==> src/rtl/mem_arbiter.sv <==
// Three-way SDRAM word-port arbiter: video > disk > CPU, with a CPU starvation
// override that lets a long-waiting CPU request outrank disk (never video).
//
// state | meaning
// IDLE  | sample requests, latch the winner onto mem_*, raise mem_req
// BUSY  | hold mem_* stable until mem_ready, capture read data
// DONE  | owner's ack high for one cycle, no arbitration, owner back to 0
module mem_arbiter #(
  parameter int ADDR_W = 25,
  parameter int STARVE = 16
) (
  input  logic              clk_sys,
  input  logic              reset,
  input  logic              vid_req,
  input  logic [ADDR_W-1:0] vid_addr,
  output logic [15:0]       vid_dout,
  output logic              vid_ack,
  input  logic              dsk_req,
  input  logic              dsk_we,
  input  logic [ADDR_W-1:0] dsk_addr,
  input  logic [15:0]       dsk_din,
  output logic [15:0]       dsk_dout,
  output logic              dsk_ack,
  input  logic              cpu_req,
  input  logic              cpu_we,
  input  logic [1:0]        cpu_wtbt,
  input  logic [ADDR_W-1:0] cpu_addr,
  input  logic [15:0]       cpu_din,
  output logic [15:0]       cpu_dout,
  output logic              cpu_ack,
  output logic              mem_req,
  output logic              mem_we,
  output logic [1:0]        mem_be,
  output logic [ADDR_W-1:0] mem_addr,
  output logic [15:0]       mem_wdata,
  input  logic [15:0]       mem_rdata,
  input  logic              mem_ready,
  output logic [1:0]        owner
);

  localparam int CW = $clog2(STARVE + 1);
  localparam logic [CW-1:0] STARVE_C = CW'(STARVE);

  localparam logic [1:0] OWN_NONE = 2'd0;
  localparam logic [1:0] OWN_VID  = 2'd1;
  localparam logic [1:0] OWN_DSK  = 2'd2;
  localparam logic [1:0] OWN_CPU  = 2'd3;

  typedef enum logic [1:0] {IDLE, BUSY, DONE} state_t;

  state_t              state_q, state_d;
  logic [1:0]          owner_q, owner_d;
  logic                mem_req_q, mem_req_d;
  logic                mem_we_q, mem_we_d;
  logic [1:0]          mem_be_q, mem_be_d;
  logic [ADDR_W-1:0]   mem_addr_q, mem_addr_d;
  logic [15:0]         mem_wdata_q, mem_wdata_d;
  logic                vid_ack_q, vid_ack_d;
  logic                dsk_ack_q, dsk_ack_d;
  logic                cpu_ack_q, cpu_ack_d;
  logic [15:0]         vid_dout_q, vid_dout_d;
  logic [15:0]         dsk_dout_q, dsk_dout_d;
  logic [15:0]         cpu_dout_q, cpu_dout_d;
  logic [CW-1:0]       cpu_wait_q, cpu_wait_d;
  logic [1:0]          win;

  always_ff @(posedge clk_sys or posedge reset) begin
    if (reset) begin
      state_q     <= IDLE;
      owner_q     <= OWN_NONE;
      mem_req_q   <= 1'b0;
      mem_we_q    <= 1'b0;
      mem_be_q    <= 2'b00;
      mem_addr_q  <= '0;
      mem_wdata_q <= 16'h0000;
      vid_ack_q   <= 1'b0;
      dsk_ack_q   <= 1'b0;
      cpu_ack_q   <= 1'b0;
      vid_dout_q  <= 16'h0000;
      dsk_dout_q  <= 16'h0000;
      cpu_dout_q  <= 16'h0000;
      cpu_wait_q  <= '0;
    end else begin
      state_q     <= state_d;
      owner_q     <= owner_d;
      mem_req_q   <= mem_req_d;
      mem_we_q    <= mem_we_d;
      mem_be_q    <= mem_be_d;
      mem_addr_q  <= mem_addr_d;
      mem_wdata_q <= mem_wdata_d;
      vid_ack_q   <= vid_ack_d;
      dsk_ack_q   <= dsk_ack_d;
      cpu_ack_q   <= cpu_ack_d;
      vid_dout_q  <= vid_dout_d;
      dsk_dout_q  <= dsk_dout_d;
      cpu_dout_q  <= cpu_dout_d;
      cpu_wait_q  <= cpu_wait_d;
    end
  end

  // Starved CPU only jumps ahead of disk; video still wins outright.
  always_comb begin
    win = OWN_NONE;
    if (vid_req)
      win = OWN_VID;
    else if (dsk_req && !(cpu_req && (cpu_wait_q >= STARVE_C)))
      win = OWN_DSK;
    else if (cpu_req)
      win = OWN_CPU;
  end

  always_comb begin
    state_d     = state_q;
    owner_d     = owner_q;
    mem_req_d   = mem_req_q;
    mem_we_d    = mem_we_q;
    mem_be_d    = mem_be_q;
    mem_addr_d  = mem_addr_q;
    mem_wdata_d = mem_wdata_q;
    vid_ack_d   = 1'b0;
    dsk_ack_d   = 1'b0;
    cpu_ack_d   = 1'b0;
    vid_dout_d  = vid_dout_q;
    dsk_dout_d  = dsk_dout_q;
    cpu_dout_d  = cpu_dout_q;

    case (state_q)
      IDLE: begin
        if (win != OWN_NONE) begin
          owner_d   = win;
          mem_req_d = 1'b1;
          state_d   = BUSY;
          case (win)
            OWN_VID: begin
              mem_we_d    = 1'b0;
              mem_be_d    = 2'b11;
              mem_addr_d  = vid_addr;
              mem_wdata_d = 16'h0000;
            end
            OWN_DSK: begin
              mem_we_d    = dsk_we;
              mem_be_d    = 2'b11;
              mem_addr_d  = dsk_addr;
              mem_wdata_d = dsk_din;
            end
            default: begin
              mem_we_d    = cpu_we;
              mem_be_d    = cpu_we ? cpu_wtbt : 2'b11;
              mem_addr_d  = cpu_addr;
              mem_wdata_d = cpu_din;
            end
          endcase
        end
      end
      BUSY: begin
        if (mem_ready) begin
          mem_req_d = 1'b0;
          state_d   = DONE;
          case (owner_q)
            OWN_VID: begin
              vid_ack_d = 1'b1;
              if (!mem_we_q) vid_dout_d = mem_rdata;
            end
            OWN_DSK: begin
              dsk_ack_d = 1'b1;
              if (!mem_we_q) dsk_dout_d = mem_rdata;
            end
            OWN_CPU: begin
              cpu_ack_d = 1'b1;
              if (!mem_we_q) cpu_dout_d = mem_rdata;
            end
            default: ;
          endcase
        end
      end
      DONE: begin
        owner_d = OWN_NONE;
        state_d = IDLE;
      end
      default: begin
        owner_d   = OWN_NONE;
        mem_req_d = 1'b0;
        state_d   = IDLE;
      end
    endcase
  end

  // Wait counter stays at zero while the CPU owns the port.
  always_comb begin
    cpu_wait_d = cpu_wait_q;
    if (!cpu_req)
      cpu_wait_d = '0;
    else if ((state_q == IDLE) && (win == OWN_CPU))
      cpu_wait_d = '0;
    else if (owner_q == OWN_CPU)
      cpu_wait_d = '0;
    else if (cpu_wait_q < STARVE_C)
      cpu_wait_d = cpu_wait_q + 1'b1;
  end

  assign owner     = owner_q;
  assign mem_req   = mem_req_q;
  assign mem_we    = mem_we_q;
  assign mem_be    = mem_be_q;
  assign mem_addr  = mem_addr_q;
  assign mem_wdata = mem_wdata_q;
  assign vid_ack   = vid_ack_q;
  assign dsk_ack   = dsk_ack_q;
  assign cpu_ack   = cpu_ack_q;
  assign vid_dout  = vid_dout_q;
  assign dsk_dout  = dsk_dout_q;
  assign cpu_dout  = cpu_dout_q;

endmodule
==> config.mk <==
export PLATFORM = sky130hd
export DESIGN_NAME = mem_arbiter
export DESIGN_NICKNAME = d
export VERILOG_FILES = /design/src/rtl/mem_arbiter.sv
export SDC_FILE = /design/constraint.sdc
export NUM_CORES = 1
export LEC_CHECK = 0
export BUFFER_PORTS_ARGS = -buffer_cell sky130_fd_sc_hd__buf_2
export CAP_MARGIN = 20
export CORE_UTILIZATION = 46
export CTS_CLUSTER_SIZE = 28
export DETAILED_ROUTE_END_ITERATION = 16
export PLACE_DENSITY = 0.8
export SYNTH_ARGS = -nofsm -noshare
export SYNTH_HDL_FRONTEND = slang
export SYNTH_SLANG_ARGS = --single-unit
==> constraint.sdc <==
create_clock -name clk_sys -period 3.51 [get_ports clk_sys]
set_input_delay 0 -clock clk_sys [delete_from_list [all_inputs] [get_ports clk_sys]]
set_output_delay 0 -clock clk_sys [all_outputs]
set_load 0.01 [all_outputs]
Word level (Yosys, flattened, before mapping)
Index checks and enable logic that the tools add are counted.
{ "word_totals": {"regBits": 105, "latchBits": 0, "ramBits": 0, "romBits": 0, "in_bits": 133, "wordCells": 74, "memories": 0} }
{ "op_classes": {"add_sub_neg": 1, "mul": 0, "n_div": 0, "order_cmp": 2, "eq_ne": 11, "shifts": 0, "n_mux": 29, "bitwise": 3, "reduce_logical": 14} }
{ "ops": {"columns": ["op", "n"], "rows": [
  ["case mux 25 bit (2 select lines)", 1],
  ["case mux 16 bit (2 select lines)", 1],
  ["two-way mux 5 bit", 4],
  ["two-way mux 2 bit", 8],
  ["AND reduction 4 bit", 3],
  ["two-way mux 1 bit", 11],
  ["equality test 2 bit (second input constant)", 5],
  ["case mux 2 bit (2 select lines)", 2],
  ["equality test 2 x 1 -> 1 bit (second input constant)", 3],
  ["AND reduction 2 bit", 3],
  ["adder 5 x 1 -> 5 bit (second input constant)", 1],
  [">= comparator 5 bit (second input constant)", 1],
  ["less-than comparator 5 bit (second input constant)", 1],
  ["!= test 2 bit (second input constant)", 2],
  ["!= test 4 x 1 -> 1 bit (second input constant)", 1],
  ["logical AND 1 bit", 3],
  ["NOT 1 bit", 3],
  ["case mux 1 bit (3 select lines)", 1],
  ["AND reduction 3 bit", 1],
  ["zero test 2 bit", 1],
  ["case mux 1 bit (2 select lines)", 1],
  ["nonzero test 2 bit", 1],
  ["OR reduction 2 bit", 1],
  ["zero test 1 bit", 1]
]} }

Logic depth before layout (Yosys ltp)
{ "depth": {"word_depth": 10, "mapped_depth": 10, "mapped_depth_nobuf": 7} }

Worst setup path before layout
No wires, ideal clock.
{ "synth_path": {"path_kind": "register -> register", "startpoint": "reg cpu_wait_q[4]", "endpoint": "reg mem_we_q, in the netlist mem_we", "arrival_time_ps": 2242, "required_time_ps": 3428, "setup_slack_ps": 1186, "path_stages_with_launch": 11, "path_buffers": 3, "period_less_slack_ps": 2324, "cell_sequence": "dfrtp_1 > nand2b_1 > a21oi_1 > inv_1 > ha_1 > clkbuf_1 > and2_1 > clkbuf_1 > clkbuf_1 > nand2_1 > a31oi_1"} }
{ "synth_between": {"elab_chain_cells": 8, "elab_cells_between_ends": 11} }
{ "synth_lines": {"columns": ["element", "line", "text"], "rows": [
  ["start: declaration", "64", "logic [CW-1:0] cpu_wait_q, cpu_wait_d;"],
  ["start signal: assignment", "97", "cpu_wait_q <= cpu_wait_d;"],
  [">= comparator 5 bit *", "106", "else if (dsk_req && !(cpu_req && (cpu_wait_q >= STARVE_C)))"],
  ["logical AND 1 bit *", "106", null],
  ["zero test 1 bit *", "106", null],
  ["logical AND 1 bit *", "106", null],
  ["two-way mux 2 bit *", "106", null],
  ["two-way mux 2 bit *", "104", "if (vid_req)"],
  ["equality test 2 bit (tied with other cells)", "133", "case (win)"],
  ["case mux 1 bit (2 select lines) or AND reduction 2 bit (tied branches)", null, null],
  ["end signal: assignment", "87", "mem_we_q <= mem_we_d;"],
  ["end: declaration", "54", "logic mem_we_q, mem_we_d;"]
]} }
Every way passes the cells marked *; elsewhere a longest branch is shown, timed or not.
A chain may end at the register's enable or synchronous reset.

Worst setup path after layout
{ "layout_path": {"startpoint": "reg cpu_wait_q[4]", "endpoint": "reg mem_addr_q[23], in the netlist mem_addr[23]"} }
{ "layout_between": {"elab_chain_cells": 8, "elab_cells_between_ends": 11} }
{ "layout_lines": {"columns": ["element", "line", "text"], "rows": [
  [">= comparator 5 bit *", "106", null],
  ["logical AND 1 bit *", "106", null],
  ["zero test 1 bit *", "106", null],
  ["logical AND 1 bit *", "106", null],
  ["two-way mux 2 bit *", "106", null],
  ["two-way mux 2 bit *", "104", null],
  ["equality test 2 bit (tied with other cells)", "133", null],
  ["case mux 25 bit (2 select lines) or AND reduction 2 bit (tied branches)", null, null],
  ["end signal: assignment", "89", "mem_addr_q <= mem_addr_d;"],
  ["end: declaration", "56", "logic [ADDR_W-1:0] mem_addr_q, mem_addr_d;"]
]} }
Marked as above.

==> flow_summary_export.csv <==
group,metric,value,unit
outcome,status,"complete, no violations",
synthesis,synth_nets,529,
setup_path,worstSetupPathType,"reg2reg",
placement,dpl_cell_area,5760,um^2
setup_path,slowest_stage,"dlygate4sd3_1",
sta,tightest_slew,0.939,ns
setup_path,critPathBufInv,4,
floorplanning,die_h,102,um
finish,multi_input_area,1760,um^2
clock_network,clk_pin_slew,0.10,ns
grt,grt_pass1_vias,4970,
setup_path,crit_fanout,19,
synthesis,synth_flop_cell,"dfrtp_1",
synthesis,synth_area,4560,um^2
synthesis,yosysSeqAreaShare,57.7,%
route,wl,15800,um
finish,num-fill-cells,576,
grt,grt_antenna_before_repair,0,
floorplanning,fp.dieW,102,um
synthesis,synthTopCellsByArea,"dfrtp_1, mux2_2, a221oi_1",
floorplanning,dieArea,10300,um^2
route,post_drt_wl_per_cell,18.7,um
finish,drive_gt1_share,42.8,%
synthesis,syn_avg_cell_area,11.6,um^2
grt,grt_start_max_net_pins,91,
setup_path,cp.arrival,3.52,ns
sta,hold_violations,0,
clock_network,cts.htree.levels,3,
finish,diodes,0,
worst_hold_path,hold_path_class,"in2reg",
floorplanning,core_area,9420,um^2
synthesis,syn_inst,392,
pwr,p_per_area,722,nW/um^2
sta,clock.fmax,0.309,GHz
floorplanning,rows,35,
synthesis,yosysMostFrequentCell,"dfrtp_1",
pwr,total_leakage_power,3.60,nW
sta,fin_skew,0.0181,ns
clock_network,cts_made_buffers,9,
finish,seq_area,2630,um^2
finish,final_nets,850,
pwr,totalPowerFinal,0.00509,W
setup_path,critPathLaunchType,"register",
route,drc_errors,0,
synthesis,post-synth-top-area-cell,"dfrtp_1",
sta,post-route-min-period,3.24,ns
finish,final_area,7050,um^2
sta,setup_tns,0,ns
synthesis,ys_warn_count,0,
sta,rsz0062_at_grt,"false",
synthesis,synth-edff-count,0,
route,first_pass_iters,5,
synthesis,synth.distinct_cells,33,
synthesis,ys_ff_latch,105,
clock_network,clk_latency,0.36,ns
grt,grt-ovfl-total,0,
setup_path,critical-path-top-delay-family,"buffers and inverters",
clock_network,cts_root_buf,"clkbuf_8",
placement,dpl.hpwl,9350,um
job,max-cap-violations,0,
floorplanning,floorplan.initialDensity,48.4,%
clock_network,cts.sinks,105,
setup_path,end_kind,"register",
grt,grt_pass1_wl,24400,um
finish,area_delta_synth_final,54.7,%
grt,track_usage,31.3,%
sta,max_slew_margin,37.4,%
sta,slew_viol_final,0,
setup_path,slowest_delay,0.60,ns
placement,io_buffer_count,230,
placement,gp_congestion,0.837,
clock_network,cts_setup_buffers,0,
setup_path,reg2reg_depth,9,
clock_network,cts_buffer_depth,2,
worst_hold_path,hold-path-cell-count,3,
sta,setup_viol,0,
route,ant_nets,0,
route,drtIter0Drc,237,
sta,fin_crit_sh,92.2,%
setup_path,cp.depth,9,
synthesis,async_flop_share,100,%
route,vias,4758,
route,vias_per_cell,5.62,
placement,dp_slack,1.02,ns
floorplanning,io_pins,231,
synthesis,yosys-top-cells-count,"dfrtp_1, o21ai_0, nor2_1",
synthesis,synthDominantCellAreaShare,57.7,%
setup_path,worstPathRequired,3.80,ns
clock_network,cts_tree,"done",
pwr,ir_drop,0.404,mV
setup_path,crit_chain,"nand2b_1 > a21oi_1 > inv_1 > ha_1 > inv_1 > a221oi_1 > dlygate4sd3_1 > o21ai_0 > dlygate4sd3_1",
sta,layout_setup_ws,0.274,ns
state kept, by name, summed over array words and instances, names as in the netlist:
signal,count
mem_addr,25
cpu_dout,16
dsk_dout,16
mem_wdata,16
vid_dout,16
cpu_wait_q,5
mem_be,2
owner,2
state_q,2
cpu_ack,1
dsk_ack,1
mem_req,1
mem_we,1
vid_ack,1
cells in the final DEF (no fill, tap or decap), drive strengths merged, types with 4 or more instances in the layout:
master	count
inv	10
nor2	43
ha	4
nand2	35
buf	237
mux2	48
dfrtp	105
a221oi	41
dlygate4sd3	104
clkbuf	9
o21ai	54
worst register-to-register path, stage by stage, from the launching register on:
cell           delay [ns]
dfrtp_1              0.45
nand2b_1             0.17
a21oi_1              0.28
inv_1                0.08
ha_1                 0.31
inv_1                0.46
a221oi_1             0.10
dlygate4sd3_1        0.60
o21ai_0              0.16
dlygate4sd3_1        0.57
path summary, 6_finish.rpt:
path / start / to / slack, ns
worst max register to register: cpu_wait_q[4] / mem_addr[23] / 0.27
worst min register to register: mem_be[0] / mem_be[0] / 0.49
worst max-delay path: cpu_wait_q[4] / mem_addr[23] / 0.27
min in group asynchronous: reset / cpu_dout[9] / 0.11
max in group asynchronous: reset / dsk_dout[9] / 2.53
worst min-delay path: dsk_addr[22] / mem_addr[22] / 0.06
cell type report:
cell class	instances	share of cell area, %
timing repair buffer	341	32.1
sequential	105	37.3
tap	129	2.29
multi-input combinational	251	25.0
clock buffer	9	1.76
clock inverter	7	1.28
inverter	5	0.302
power by group:
part           internal (W)  leakage [nW]  switching, W  total, W
Clock              0.000352         0.110      0.000446  0.000798
Sequential          0.00175          1.31      0.000340   0.00209
Combinational       0.00112          2.17       0.00108   0.00220
Total               0.00322          3.60       0.00187   0.00509
metal layers:
layer / vias up / part of all wire [%] / track usage, %
li1: 2059 / - / -
met1: 2226 / 35 / 33.7
met2: 369 / 49 / 52.3
met3: 104 / 9.3 / 9.59
met4: 0 / 6.6 / 22.9
met5: - / 0 / 0
stage by stage:
| stage | std cells | hold WS, ns | utilization [%] |
|---|---|---|---|
| 5_1_grt | 847 | 0.0670 | 74.9 |
| 3_3_place_gp | 726 | 0.223 | 61.2 |
| 3_5_place_dp | 726 | 0.238 | 61.2 |
| 2_1_floorplan | 392 | 0.0915 | - |
| 6_report | 847 | 0.0562 | 74.9 |
| 4_1_cts | 846 | 0.00356 | 74.5 |
timing repair:
action                                  4_1_cts  5_1_grt
gates resized for setup                       0        1
hold endpoints to repair                    185        0
endpoints found under the setup margin        0        1
hold buffers                                104        0
logic make-up (layout without fill, tap and decap cells):
family	after synthesis	count (layout)	share of synthesized area (%)
flops	105	105	57.7
compound gates	103	103	15.0
simple gates	92	92	8.76
mux	49	49	12.9
buf+inv	36	362	4.01
fa+ha+maj	4	4	1.10
xor+xnor	3	3	0.577
Note: power is estimated with default switching activity, not from simulation.
